[config.mk]
export PLATFORM = sky130hd
export DESIGN_NAME = int_ctrl
export DESIGN_NICKNAME = d
export VERILOG_FILES = /design/src/rtl/int_ctrl_pkg.sv /design/src/rtl/int_sync.sv /design/src/rtl/int_ctrl.sv
export SDC_FILE = /design/constraint.sdc
export NUM_CORES = 1
export LEC_CHECK = 0
export ABC_AREA = 1
export CAP_MARGIN = 10
export CORE_MARGIN = 1.5
export CORE_UTILIZATION = 26
export CTS_CLUSTER_DIAMETER = 80
export DETAILED_ROUTE_END_ITERATION = 12
export MAX_ROUTING_LAYER = met4
export PLACE_DENSITY = 0.87
export SLEW_MARGIN = 20
export SYNTH_ARGS = -nofsm -noshare
export SYNTH_HDL_FRONTEND = slang
export SYNTH_SLANG_ARGS = --single-unit
[constraint.sdc]
create_clock -name cpu_clk_50M -period 1.4 [get_ports cpu_clk_50M]
set_input_delay 0.21 -clock cpu_clk_50M [delete_from_list [all_inputs] [get_ports cpu_clk_50M]]
set_output_delay 0.21 -clock cpu_clk_50M [all_outputs]
set_load 0.01 [all_outputs]
[src/rtl/int_ctrl_pkg.sv]
// int_ctrl_pkg: shared constants for the interrupt controller.
//   Exception codes seen on the CP0 exception port, the CP0 register
//   addresses that the optional timer snoops, the default interrupt line
//   count and the FSM state encodings.
//   Optional feature macro used by this block: CP0_TIMER_EN.
package int_ctrl_pkg;

  localparam int INT_NUM = 6;

  // EXC_NONE is a code that no real exception uses, so "no exception"
  // can travel on the same 5-bit bus as the real codes.
  localparam logic [4:0] EXC_INT  = 5'h00;
  localparam logic [4:0] EXC_ADEL = 5'h04;
  localparam logic [4:0] EXC_ERET = 5'h0e;
  localparam logic [4:0] EXC_NONE = 5'h1f;

  localparam logic [4:0] CP0_COUNT   = 5'd9;
  localparam logic [4:0] CP0_COMPARE = 5'd11;

  typedef enum logic {
    INT_IDLE    = 1'b0,
    INT_HANDLER = 1'b1
  } int_state_e;

endpackage

[src/rtl/int_sync.sv]
// int_sync: single-bit, SYNC_STAGES-deep flip-flop synchronizer for one
//   asynchronous interrupt line.
// Ports:
//   cpu_clk_50M  in   system clock
//   cpu_rst      in   synchronous reset, active-high (clears every stage)
//   d_i          in   raw asynchronous level
//   q_o          out  level delayed by SYNC_STAGES clocks
module int_sync #(
  parameter int SYNC_STAGES = 2
) (
  input  logic cpu_clk_50M,
  input  logic cpu_rst,
  input  logic d_i,
  output logic q_o
);

  logic [SYNC_STAGES-1:0] sync_reg;

  always_ff @(posedge cpu_clk_50M) begin
    if (cpu_rst) begin
      sync_reg <= '0;
    end else begin
      sync_reg <= {sync_reg[SYNC_STAGES-2:0], d_i};
    end
  end

  assign q_o = sync_reg[SYNC_STAGES-1];

endmodule

[src/rtl/int_ctrl.sv]
// int_ctrl: interrupt scheduler in front of the CP0 register block.
//   Synchronizes the device interrupt lines, masks them with Status
//   IM/IE/EXL and injects EXC_INT only on a valid, unstalled MEM-stage
//   instruction that carries no synchronous exception. One interrupt is
//   issued per handler: after a take the FSM waits for EXL to rise and
//   then fall (ERET) before it may issue again.
//   Optional macro CP0_TIMER_EN adds a COUNT/COMPARE timer whose request
//   is ORed into the highest interrupt line.
// Ports:
//   cpu_clk_50M    in   system clock
//   cpu_rst        in   synchronous reset, active-high
//   int_i          in   raw level-sensitive device interrupts
//   status_i       in   CP0 Status ([0]=IE, [1]=EXL, [15:10]=IM)
//   mem_valid_i    in   MEM stage holds a real instruction
//   mem_stall_i    in   MEM stage stalled this cycle
//   mem_exccode_i  in   synchronous exception code from MEM
//   cp0_we_i       in   CP0 write strobe (timer build only)
//   cp0_waddr_i    in   CP0 write address (timer build only)
//   cp0_wdata_i    in   CP0 write data (timer build only)
//   exccode_o      out  exception code to CP0
//   int_pending_o  out  synchronized pending vector (Cause.IP)
//   int_ack_o      out  one-hot pulse naming the line taken
//   in_handler_o   out  high while an interrupt handler is running
module int_ctrl #(
  parameter int SYNC_STAGES = 2,
  parameter int INT_NUM     = 6
) (
  input  logic               cpu_clk_50M,
  input  logic               cpu_rst,
  input  logic [INT_NUM-1:0] int_i,
  input  logic [31:0]        status_i,
  input  logic               mem_valid_i,
  input  logic               mem_stall_i,
  input  logic [4:0]         mem_exccode_i,
  input  logic               cp0_we_i,
  input  logic [4:0]         cp0_waddr_i,
  input  logic [31:0]        cp0_wdata_i,
  output logic [4:0]         exccode_o,
  output logic [INT_NUM-1:0] int_pending_o,
  output logic [INT_NUM-1:0] int_ack_o,
  output logic               in_handler_o
);
  import int_ctrl_pkg::*;

  logic [INT_NUM-1:0] sync_q;
  logic [INT_NUM-1:0] enabled;
  logic [INT_NUM-1:0] ack_prio;
  logic [INT_NUM-1:0] ack_reg, ack_next;
  logic               take;
  int_state_e         state_reg, state_next;
  logic               seen_exl_reg, seen_exl_next;

  genvar gi;
  generate
    for (gi = 0; gi < INT_NUM; gi++) begin : g_sync
      int_sync #(.SYNC_STAGES(SYNC_STAGES)) u_sync (
        .cpu_clk_50M (cpu_clk_50M),
        .cpu_rst     (cpu_rst),
        .d_i         (int_i[gi]),
        .q_o         (sync_q[gi])
      );
    end
  endgenerate

`ifdef CP0_TIMER_EN
  logic [31:0] count_reg;
  logic [31:0] compare_reg;
  logic        tick_reg;
  logic        timer_ip_reg;

  // COUNT advances at half the core clock; loading COUNT also realigns
  // the half-rate phase so the compare time is predictable from the write.
  always_ff @(posedge cpu_clk_50M) begin
    if (cpu_rst) begin
      count_reg    <= '0;
      compare_reg  <= '0;
      tick_reg     <= 1'b0;
      timer_ip_reg <= 1'b0;
    end else begin
      tick_reg <= ~tick_reg;
      if (cp0_we_i && cp0_waddr_i == CP0_COUNT) begin
        count_reg <= cp0_wdata_i;
        tick_reg  <= 1'b0;
      end else if (tick_reg) begin
        count_reg <= count_reg + 32'd1;
      end
      if (cp0_we_i && cp0_waddr_i == CP0_COMPARE) begin
        compare_reg  <= cp0_wdata_i;
        timer_ip_reg <= 1'b0;
      end else if (count_reg == compare_reg && compare_reg != 32'd0) begin
        timer_ip_reg <= 1'b1;
      end
    end
  end

  // The timer is already in this clock domain, so it bypasses the synchronizer.
  assign int_pending_o = sync_q | {timer_ip_reg, {(INT_NUM-1){1'b0}}};

  logic unused_status;
  assign unused_status = ^{status_i[31:10+INT_NUM], status_i[9:2]};
`else
  assign int_pending_o = sync_q;

  logic unused_inputs;
  assign unused_inputs = ^{cp0_we_i, cp0_waddr_i, cp0_wdata_i,
                           status_i[31:10+INT_NUM], status_i[9:2]};
`endif

  assign enabled = int_pending_o & status_i[10 +: INT_NUM];

  assign take = ~cpu_rst && (state_reg == INT_IDLE) && status_i[0] && ~status_i[1]
              && (|enabled) && mem_valid_i && ~mem_stall_i
              && (mem_exccode_i == EXC_NONE);

  // Synchronous exceptions (including ERET) always take precedence.
  always_comb begin
    exccode_o = EXC_NONE;
    if (cpu_rst) begin
      exccode_o = EXC_NONE;
    end else if (mem_exccode_i != EXC_NONE) begin
      exccode_o = mem_exccode_i;
    end else if (take) begin
      exccode_o = EXC_INT;
    end
  end

  // Highest enabled index wins: later iterations overwrite earlier ones.
  always_comb begin
    ack_prio = '0;
    for (int i = 0; i < INT_NUM; i++) begin
      if (enabled[i]) begin
        ack_prio    = '0;
        ack_prio[i] = 1'b1;
      end
    end
  end

  // The handler is considered finished only once EXL has been observed
  // high and then low again, so a take before CP0 raises EXL cannot
  // immediately bounce the FSM back to IDLE.
  always_comb begin
    state_next    = state_reg;
    seen_exl_next = seen_exl_reg;
    ack_next      = '0;
    case (state_reg)
      INT_IDLE: begin
        seen_exl_next = 1'b0;
        if (take) begin
          state_next = INT_HANDLER;
          ack_next   = ack_prio;
        end
      end
      INT_HANDLER: begin
        if (status_i[1]) begin
          seen_exl_next = 1'b1;
        end else if (seen_exl_reg) begin
          state_next    = INT_IDLE;
          seen_exl_next = 1'b0;
        end
      end
      default: begin
        state_next    = INT_IDLE;
        seen_exl_next = 1'b0;
      end
    endcase
  end

  always_ff @(posedge cpu_clk_50M) begin
    if (cpu_rst) begin
      state_reg    <= INT_IDLE;
      seen_exl_reg <= 1'b0;
      ack_reg      <= '0;
    end else begin
      state_reg    <= state_next;
      seen_exl_reg <= seen_exl_next;
      ack_reg      <= ack_next;
    end
  end

  assign int_ack_o    = ack_reg;
  assign in_handler_o = (state_reg == INT_HANDLER);

endmodule

# Yosys cells after proc, flatten, opt, wreduce, memory -nomap -nowiden
# Index checks and enable logic that the tools add are counted.
# totals
latchBits,0
word_cells,51
rom_bits,0
register_bits,20
memories,0
mem_bits_rw,0
out_inout_bits,18
# classes
n_lt_le_gt_ge,0
reduce_logical,14
multipliers,0
div,0
bitwise_logic,6
n_addsub,0
shift,0
n_eq_ne,2
n_mux,15
# ops
cell,n
6-bit two-way mux,5
5-bit two-way mux,3
6-bit OR reduction,2
8-bit OR reduction,1
1-bit logical AND,7
7-bit OR reduction,1
6-bit bitwise AND,1
5-bit equality test (second input constant),1
1-bit two-way mux,5
5-bit inequality test (second input constant),1
1-bit NOT,5
5-bit OR reduction,1
1-bit case mux with 2 select lines,2
4-bit OR reduction,1
3-bit OR reduction,1

# Longest topological paths before layout
# Gate-level depths: netlist of the first run.
# logic_depth
depth_word,11
mapped_depth,7
mapped_depth_nobuf,7

# Hierarchy
# From an unflattened synthesis of the first run, not the netlist that was laid out.
# unflattened
hier_cells,100
area_unflattened_um2,794.5
# by_module_without_submodules
module,area_per_inst_um2,cells_per_inst,instances,seq_area_each_um2
int_ctrl,464.2,64,1,160.2
int_sync,55.1,6,6,40.0

# Least setup slack after synthesis of the first run
# No wires, ideal clock.
# synth_timing
path_kind,reg-to-output
from,"reg state_reg, in the netlist in_handler_o"
to,out exccode_o[0]
t_arrival_ns,0.995
setup_slack_ns,0.195
stages_incl_launch_ff,6
n_path_buf,0
cell_sequence,dfxtp_1 -> or2_4 -> nor2_8 -> nand2_2 -> nand2_4 -> nand2_1
# synth_via
elab_chain_cells,11
# synth_rtl
element,line_no,text
"start, declared",int_ctrl.sv:50,"int_state_e state_reg, state_next;"
"start signal, assigned",int_ctrl.sv:174,state_reg <= state_next;
1-bit NOT,--,
1-bit logical AND (3 in series),int_ctrl.sv:111,assign take = ~cpu_rst && (state_reg == INT_IDLE) && status_i[0] && ~status_i[1]
1-bit logical AND (3 in series),int_ctrl.sv:112,&& (|enabled) && mem_valid_i && ~mem_stall_i
1-bit logical AND,int_ctrl.sv:113,&& (mem_exccode_i == EXC_NONE);
5-bit two-way mux,int_ctrl.sv:122,end else if (take) begin
5-bit two-way mux,int_ctrl.sv:120,end else if (mem_exccode_i != EXC_NONE) begin
5-bit two-way mux,int_ctrl.sv:118,if (cpu_rst) begin
"end, declared",int_ctrl.sv:38,"output logic [4:0] exccode_o,"
# Every way passes these cells.

# Worst setup path after layout of the first run
# layout_timing
from,reg g_sync[5].u_sync.sync_reg[1]
to,"reg ack_reg[5], in the netlist int_ack_o[5]"
# layout_via
elab_chain_cells,8
# layout_rtl
element,line_no,text
"start, declared",int_sync.sv:17,logic [SYNC_STAGES-1:0] sync_reg;
"start signal, assigned",int_sync.sv:23,"sync_reg <= {sync_reg[SYNC_STAGES-2:0], d_i};"
6-bit bitwise AND (*),int_ctrl.sv:109,assign enabled = int_pending_o & status_i[10 +: INT_NUM];
6-bit OR reduction,int_ctrl.sv:112,
1-bit logical AND (3 in series),int_ctrl.sv:112,
1-bit logical AND,int_ctrl.sv:113,
1-bit NOT (no source line),--,
3-bit OR reduction (no source line),--,
"end signal, assigned",int_ctrl.sv:176,ack_reg <= ack_next;
"end, declared",int_ctrl.sv:48,"logic [INT_NUM-1:0] ack_reg, ack_next;"
# Every way passes the cells marked *; elsewhere a longest branch is shown, timed or not.
# A chain may end at the register's enable or synchronous reset.

==> flow_metrics.py, run 1 <==
metrics = {
    "floorplanning": {
        "rows": 20,
        "io_pins": 103,
        "die_area_um2": 3650,
        "core_area_um2": 3100,
        "die_h_um": 60.4,
        "start_util": 0.276,
        "die_x_um": 60.4,
    },
    "sta": {
        "whs_ns": 0.400,
        "min_period_ns": 1.55,
        "fin_skew_ns": 0.00516,
        "final_max_slew_viol_count": 0,
        "rsz0062_at_grt": "yes",
        "finalWorstSetupSlack_ns": -0.152,
        "max_clock_freq_mhz": 644,
        "hold_violations": 0,
        "finalCritPeriodShare": 1.11,
        "slew_headroom": 0.874,
        "setup_tns_ns": -0.807,
        "setup_viol": 6,
        "tightest_slew_ns": 0.190,
    },
    "yosys": {
        "synth-seq-cells": 20,
        "synth.avg_cell_area_um2": 7.94,
        "syn-instance-count": 108,
        "synth_ff_type": "dfxtp_1",
        "synth_area_leader_cell": "dfxtp_1",
        "yosysSeqAreaShare": 0.467,
        "synth-edff-count": 0,
        "synth.net_count": 193,
        "synthTopCellsByArea": "dfxtp_1, nor2_1, inv_1, nand2_1, buf_4",
        "async_flop_share": 0,
        "synth.distinct_cells": 20,
        "syn_area_um2": 857,
        "synth_top_area_share": 0.467,
        "ys_warn_count": 0,
        "yosysMostFrequentCell": "nor2_1",
        "synth_common_cells": "nor2_1, dfxtp_1, inv_1, nand2_1, buf_4",
    },
    "worst_setup_path": {
        "cp-end-kind": "flip-flop",
        "cp_data_required_time_ns": 1.64,
        "arrival_ns": 1.79,
        "critPathMaxFanout": 2,
        "cp_num_buf_inv": 9,
        "path_class": "flip-flop to flip-flop",
        "critPathMaxStageDelay_ns": 0.36,
        "critPathSlowestCell": "dfxtp_2",
        "cp_top_family": "buffers and inverters",
        "cp-start-kind": "flip-flop",
        "critical_path.cell_chain": "nand2_2 > buf_4 > buf_6 > buf_4 > buf_4 > buf_4 > buf_4 > buf_6 > buf_6 > buf_6 > nor2_1",
        "crit_top_cell": "buf_4",
    },
    "cells_and_area": {
        "nFillCells": 316,
        "drive_gt1_frac": 0.400,
        "diodes": 0,
        "fin_util": 0.498,
        "fin_nets": 256,
        "largest_reg_flops": 12,
        "syn2layout_area_growth_pct": 80.3,
        "fin_area_um2": 1550,
    },
    "clock_network": {
        "clk_pin_slew_ns": 0.11,
        "cts_buffers": 3,
        "insertion_delay_ns": 0.29,
        "tritoncts": "built",
        "cts.sinks": 20,
        "ctsHoldBuffers": 0,
        "clockBufferDepth": 2,
        "htree_num_levels": 1,
        "cts-root-buf": "clkbuf_4",
    },
    "global_route": {
        "grt_pass1_vias": 781,
        "grt_max_degree": 19,
        "grt_pass1_wl_mm": 3.22,
        "grt_usage": 0.120,
        "grt_overflow": 0,
        "antenna_found_initial": 0,
    },
    "drt": {
        "routed_wl_mm": 2.12,
        "wire_per_inst_um": 9.90,
        "post-route-drc-count": 0,
        "firstDrtPassIters": 2,
        "ant_nets": 0,
        "drt_iter0_drc": 18,
        "vias_per_cell": 3.97,
        "vias": 849,
    },
    "place": {
        "io_buffers": 40,
        "gp_congestion": 0.722,
        "post-place-ws_ns": -0.627,
        "place_area_um2": 1350,
        "detailed_place_hpwl_mm": 1.46,
    },
    "run_status": {
        "outcome": "finished, violations left",
        "failed_checks": "setup timing",
    },
    "pwr": {
        "ir_worst_vdd_mv": 0.427,
        "p_leak_nw": 0.796,
        "p_per_area_nw_per_um2": 735,
    },
    "job": {
        "maxCapViolCount": 0,
    },
    "min_path": {
        "worstHoldPathType": "flip-flop to flip-flop",
    },
}
## where the power goes
part | internal, mW | switching [mW] | total [mW]
Clock | 0.158 | 0.165 | 0.323
Combinational | 0.128 | 0.0931 | 0.221
Sequential | 0.586 | 0.00629 | 0.592
Total | 0.872 | 0.264 | 1.14
## worst reg2reg max path: cells and delay by family, from the launching register on
family,cells,cell delay (ns)
buffers and inverters,9,1.01
flip-flops,1,0.36
AND/OR/NAND/NOR,2,0.13
## cells by family after synthesis
group / after synthesis / share of synthesized area
AOI/OAI and AO/OA: 6 / 0.0350
buffers and inverters: 27 / 0.153
DFF: 20 / 0.467
and+or+nand+nor: 55 / 0.345
## routing by layer
layer | wire length (um) | global-route usage | part of all wire | vias up
met5 | 0 | - | 0 | -
met4 | 42 | 0.0342 | 0.020 | 0
met3 | 95 | 0.0277 | 0.045 | 7
met2 | 1160 | 0.230 | 0.55 | 25
met1 | 820 | 0.121 | 0.39 | 380
li1 | - | - | - | 437
## final timing paths
kind	start	endpoint	slack, ns	cells after the start
max reg2reg	g_sync[5].u_sync.sync_reg[1]	int_ack_o[5]	-0.15	11
max	g_sync[5].u_sync.sync_reg[1]	int_ack_o[5]	-0.15	11
min	g_sync[5].u_sync.sync_reg[0]	g_sync[5].u_sync.sync_reg[1]	0.40	2
min reg2reg	g_sync[5].u_sync.sync_reg[0]	g_sync[5].u_sync.sync_reg[1]	0.40	2
## through the flow
stage	std cells	total power, mW
5_1_grt	214	1.19
4_1_cts	211	1.12
3_3_place_gp	197	0.795
2_1_floorplan	108	0.684
6_report	214	1.14
3_5_place_dp	197	0.799
## cell type report
cell class	instances	area [um^2]	area share
multi-input cells	61	378	0.245
flip-flops and latches	20	407	0.263
repair buffers	66	598	0.387
inverters	19	71.3	0.0462
clock buffers	4	36.3	0.0235
well taps	44	55.1	0.0356
## cell usage in the layout (no fill, tap or decap)
| cell | netlist | layout |
|---|---|---|
| nand3_2 | 1 | 2 |
| nand3_1 | 2 | 1 |
| buf_4 | 6 | 22 |
| dlygate4sd2_1 | 0 | 16 |
| nor2_2 | 1 | 3 |
| nand4_1 | 1 | 1 |
| nor2_4 | 0 | 1 |
| dfxtp_1 | 20 | 15 |
| or2_4 | 1 | 1 |
| a21oi_1 | 5 | 3 |
| nand2_2 | 2 | 13 |
| dfxtp_2 | 0 | 5 |
| nand2_1 | 19 | 8 |
| nand3_4 | 1 | 1 |
| nor2_1 | 22 | 19 |
| clkbuf_8 | 0 | 1 |
| dlymetal6s2s_1 | 0 | 3 |
| buf_2 | 0 | 1 |
| inv_2 | 0 | 1 |
| clkdlybuf4s50_1 | 0 | 16 |
| o21ai_1 | 1 | 1 |
| clkbuf_4 | 0 | 3 |
| nand2_4 | 1 | 1 |
| inv_1 | 19 | 18 |
| a21oi_2 | 0 | 2 |
| nor2_8 | 2 | 2 |
| nand4_2 | 1 | 1 |
| or3_1 | 1 | 1 |
| buf_6 | 1 | 8 |
## timing repair
action / in CTS / in global routing
gates resized for setup: 60 / 11
setup buffers: 10 / 3
pin swaps: 16 / 6
setup endpoints to repair: 11 / 9
Power figures use the tool's default switching activity.
==> run 2: changes to the inputs <==
--- a/config.mk
+++ b/config.mk
@@ -6,6 +6,7 @@
 export NUM_CORES = 1
 export LEC_CHECK = 0
 export ABC_AREA = 1
+export ABC_CLOCK_PERIOD_IN_PS = 1400
 export CAP_MARGIN = 10
 export CORE_MARGIN = 1.5
 export CORE_UTILIZATION = 26
==> results of run 2 <==
No change in the layout: final DEF, timing and power equal those of run 1.
==> run 3: changes to the inputs <==
--- a/config.mk
+++ b/config.mk
@@ -9,12 +9,13 @@
 export ABC_CLOCK_PERIOD_IN_PS = 1400
 export CAP_MARGIN = 10
 export CORE_MARGIN = 1.5
-export CORE_UTILIZATION = 26
+export CORE_UTILIZATION = 25
 export CTS_CLUSTER_DIAMETER = 80
 export DETAILED_ROUTE_END_ITERATION = 12
 export MAX_ROUTING_LAYER = met4
-export PLACE_DENSITY = 0.87
+export PLACE_DENSITY = 0.88
 export SLEW_MARGIN = 20
 export SYNTH_ARGS = -nofsm -noshare
 export SYNTH_HDL_FRONTEND = slang
+export SYNTH_HIERARCHICAL = 1
 export SYNTH_SLANG_ARGS = --single-unit
==> flow_metrics.py, run 3 <==
metrics = {
    "run_status": {
        "outcome": "finished, violations left",
        "failed_checks": "setup timing",
    },
    "sta": {
        "hold_violations": 0,
        "setup_viol": 5,
        "slew_headroom": 0.879,
        "finalCritPeriodShare": 1.10,
        "whs_ns": 0.383,
        "max_clock_freq_mhz": 646,
        "min_period_ns": 1.55,
        "rsz0062_at_grt": "yes",
        "finalWorstSetupSlack_ns": -0.147,
        "final_max_slew_viol_count": 0,
        "tightest_slew_ns": 0.182,
        "fin_skew_ns": 0.00157,
    },
    "place": {
        "detailed_place_hpwl_mm": 1.40,
        "post-place-ws_ns": -0.619,
        "place_area_um2": 1360,
        "io_buffers": 40,
        "gp_congestion": 0.793,
    },
    "floorplanning": {
        "die_area_um2": 3530,
        "rows": 20,
        "die_x_um": 59.4,
        "core_area_um2": 3030,
        "die_h_um": 59.4,
        "io_pins": 103,
        "start_util": 0.262,
    },
    "yosys": {
        "ys_warn_count": 6,
        "syn-instance-count": 100,
        "synth.net_count": 185,
        "syn_area_um2": 795,
        "synth.distinct_cells": 16,
        "synth_common_cells": "nor2_1, dfxtp_1, inv_1, nand2_1, a21oi_1",
        "synth_area_leader_cell": "dfxtp_1",
        "synth-seq-cells": 20,
        "synthTopCellsByArea": "dfxtp_1, nor2_1, inv_1, nand2_1, nor2_8",
        "synth.avg_cell_area_um2": 7.95,
        "synth_ff_type": "dfxtp_1",
        "async_flop_share": 0,
        "yosysMostFrequentCell": "nor2_1",
        "yosysSeqAreaShare": 0.504,
        "synth-edff-count": 0,
        "synth_top_area_share": 0.504,
    },
    "pwr": {
        "ir_worst_vdd_mv": 0.382,
        "p_per_area_nw_per_um2": 820,
        "total_power_mw": 1.28,
        "p_leak_nw": 0.807,
    },
    "drt": {
        "post-route-drc-count": 0,
        "drt_iter0_drc": 10,
        "ant_nets": 0,
        "vias": 813,
        "routed_wl_mm": 1.96,
        "firstDrtPassIters": 4,
        "wire_per_inst_um": 9.18,
        "vias_per_cell": 3.82,
    },
    "clock_network": {
        "clk_pin_slew_ns": 0.11,
        "clockBufferDepth": 2,
        "cts-root-buf": "clkbuf_4",
        "tritoncts": "built",
        "htree_num_levels": 1,
        "cts_buffers": 3,
        "cts.sinks": 20,
        "insertion_delay_ns": 0.29,
    },
    "worst_setup_path": {
        "critPathMaxFanout": 5,
        "arrival_ns": 1.34,
        "cp-end-kind": "output port",
        "path_class": "primary input to output port",
        "cp_data_required_time_ns": 1.19,
        "ff2ff_path_depth": 9,
        "cp-start-kind": "primary input",
    },
    "cells_and_area": {
        "largest_reg_flops": 12,
        "fin_area_um2": 1560,
        "syn2layout_area_growth_pct": 96.1,
        "drive_gt1_frac": 0.391,
        "fin_nets": 255,
        "final_cell_mix": "buf_4, nor2_1, inv_1",
        "layout_commonest_cell": "buf_4",
        "nFillCells": 291,
        "diodes": 0,
    },
    "global_route": {
        "grt_pass1_wl_mm": 3.25,
        "grt_pass1_vias": 730,
        "grt-busiest-layer": "met2",
        "grtUsageMet2": 0.214,
        "grtUsageMet1": 0.148,
        "grt_max_degree": 19,
        "met3_usage": 0.0218,
        "antenna_found_initial": 0,
        "grt_overflow": 0,
        "grt_usage": 0.125,
    },
    "min_path": {
        "whs_path_depth": 4,
        "worstHoldPathType": "primary input to flip-flop",
    },
    "job": {
        "maxCapViolCount": 0,
    },
}
-- run 3: logic make-up (layout without fill, tap and decap cells) --
logic type | Yosys count | after routing | synth area share
flops | 20 | 20 | 0.504
buf+inv | 19 | 88 | 0.0898
compound gates | 6 | 6 | 0.0378
simple gates | 55 | 55 | 0.369
-- run 3: timing repair --
item,4_1_cts,5_1_grt
endpoints found under the hold margin,0,0
gates resized for setup,60,10
pin swaps,14,7
endpoints found under the setup margin,12,9
setup buffers,10,1
hold buffers,0,0
-- run 3: final timing paths --
check	slack (ns)	end	startpoint
setup / recovery	-0.15	exccode_o[1]	mem_exccode_i[0]
hold / removal	0.38	seen_exl_reg	status_i[1]
setup reg to reg	0.05	int_ack_o[5]	g_sync[5].u_sync/sync_reg[1]
hold reg to reg	0.40	g_sync[5].u_sync/sync_reg[1]	g_sync[5].u_sync/sync_reg[0]
-- run 3: stage by stage --
stage | utilization | cells | setup TNS, ns
after floorplan | - | 100 | 0
after global placement | 0.450 | 199 | -3.12
after detailed placement | 0.450 | 199 | -3.23
after CTS | 0.502 | 213 | -0.660
after global routing | 0.514 | 213 | -1.08
final | 0.514 | 213 | -0.688
-- run 3: final cells by class --
class	count	area [um^2]	area share
clock inverters	1	30.0	0.0193
inverters	19	71.3	0.0458
clock buffers	3	22.5	0.0145
well taps	44	55.1	0.0353
repair buffers	65	598	0.384
multi-input cells	61	374	0.240
flip-flops and latches	20	407	0.261
-- run 3: metal layers --
layer | vias up | part of all wire
li1 | 435 | -
met1 | 357 | 0.41
met2 | 19 | 0.55
met3 | 2 | 0.034
met4 | 0 | 0.0087
met5 | - | 0
-- run 3: power breakdown --
part	internal, mW	switching (mW)
combinational	0.129	0.0886
clock	0.289	0.179
sequential	0.586	0.00647
total	1.00	0.274
-- run 3: critical path: stages --
cell and delay, ns:
clkdlybuf4s50_1 0.50, nand2_2 0.10, nor2_8 0.10, inv_2 0.07, a21oi_1 0.16, nand2_2 0.08
buf_6 0.12
==> RTL edit: new RTL, settings of run 2 <==
Add a define of `CP0_TIMER_EN`.
--- a/src/rtl/int_ctrl.sv
+++ b/src/rtl/int_ctrl.sv
@@ -22,4 +22,6 @@
 //   int_ack_o      out  one-hot pulse naming the line taken
 //   in_handler_o   out  high while an interrupt handler is running
+`define CP0_TIMER_EN
+
 module int_ctrl #(
   parameter int SYNC_STAGES = 2,
Behaviour: not the same (Yosys sat finds a counterexample within 4 cycles, from zero or initial values and one cycle with cpu_rst high).
==> RTL edit against run 2 <==
The run still ends with negative setup slack left. Total power grew to 5.1 times the old value. Wire length grew to 7.9 times the old value. Global-route usage grew 4.5 points. Die area grew to 5.3 times the old value. Sequential power grew to 4.3 times the old value. Design area grew to 4.6 times the old value. Area after synthesis grew to 5.6 times the old value. Worst setup slack lost 240 ps. Maximum frequency shrank 13%. Register-to-register slack lost 110 ps. Sequential cell count grew 66. Clock power grew to 7.9 times the old value. Critical endpoint is now exccode_o[3].
==> RTL edit: results (changes against run 2) <==
MAX-VDD-IR-DROP_mV=0.589  # +38%
PLACE_CONGESTION=0.983  # +36%
PWR-SHARE-SEQ_PCT=43.7  # -8.4 points
TOTAL_ROUTING_USAGE_GR_PCT=16.5  # +4.5 points
YOSYS-TOP-CELLS-AREA='dfxtp_1 36%, nand2_1 17%, nor2_1 9.3%'
CLK_PIN_SLEW_PS=60  # -50 ps
DETAILEDPLACE.WORSTSLACK_PS=-786  # -158 ps
SWITCHING_SHARE_PCT=25.2  # +1.9 points
DPL.CELL_COUNT=1094  # +460%
CTS.ROOT.BUFFER_CELL='clkbuf_16'
VIAS=5446  # +540%
RUN_STATUS='complete, but fails checks'
WORSTSKEWPAIRLATENCY_PS=350  # +60 ps
FINALNETCOUNT=982  # +280%
FINALCLOCKSKEW_PS=8.85  # +3.69 ps
PATH_MAX_FANOUT=5  # +3
FINALWORSTSETUPSLACK_PS=-392  # -240 ps
IO_BUFFERS=78  # +95%
WORST_HOLD_PATH_TYPE='in -> reg'
VIOLATIONS='negative setup slack'
SYN-INSTANCE-COUNT=756  # +600%
YOSYS.CELL_TYPES.COUNT=30  # +50%
R2R_SETUP_SLACK_PS=-260  # -110 ps
FINALSETUPVIOLATIONS=32  # +26
PLACE.DETAILED.HPWL_UM=10900  # +650%
RTL edit: timing repair:
item	4_1_cts	5_1_grt
pin swaps	34	52
gates resized for setup	80	71
buffers inserted	13	11
gates cloned	0	2
endpoints found under the setup margin	85	71
RTL edit: cell families (layout without fill, tap and decap cells):
kind of cell | Yosys count | in the layout | synth area share (%)
buffers and inverters | 121 | 266 | 10.4
XOR/XNOR | 32 | 32 | 5.81
flip-flops | 86 | 86 | 35.7
adder cells (fa/ha/maj) | 1 | 1 | 0.259
AND/OR/NAND/NOR | 414 | 414 | 36.9
AO/OA/AOI/OAI | 102 | 102 | 10.9
RTL edit: cell type report:
type,count,area [µm²]
fill,1670,11000
multi-input combinational,549,2900
sequential,86,1740
timing repair buffer,158,1520
inverter,92,352
tap,229,287
clock buffer,10,250
clock inverter,6,67.6
RTL edit: per-layer routing:
metal	GRT usage, %	up-vias	share of wire, %
met2	27.7	287	49
met5	-	-	0
met3	3.48	86	7.4
met4	9.29	0	5.3
met1	18.3	2450	39
li1	-	2623	-
RTL edit: worst paths after layout:
| check | startpoint | end | depth (start not counted) |
|---|---|---|---|
| worst min register to register | g_sync[3].u_sync.sync_reg[0] | g_sync[3].u_sync.sync_reg[1] | 2 |
| worst max-delay path | timer_ip_reg | exccode_o[3] | 9 |
| worst min-delay path | int_i[4] | g_sync[4].u_sync.sync_reg[0] | 3 |
| worst max register to register | count_reg[1] | count_reg[28] | 11 |
RTL edit: metrics by stage:
stage	TNS, ps	total power [mW]	cell area [µm²]
2_1_floorplan	0	2.86	4850
3_3_place_gp	-30210	3.21	6280
3_5_place_dp	-32710	3.23	6280
4_1_cts	-3120	5.77	6790
5_1_grt	-8270	6.00	7120
6_report	-5080	5.80	7120
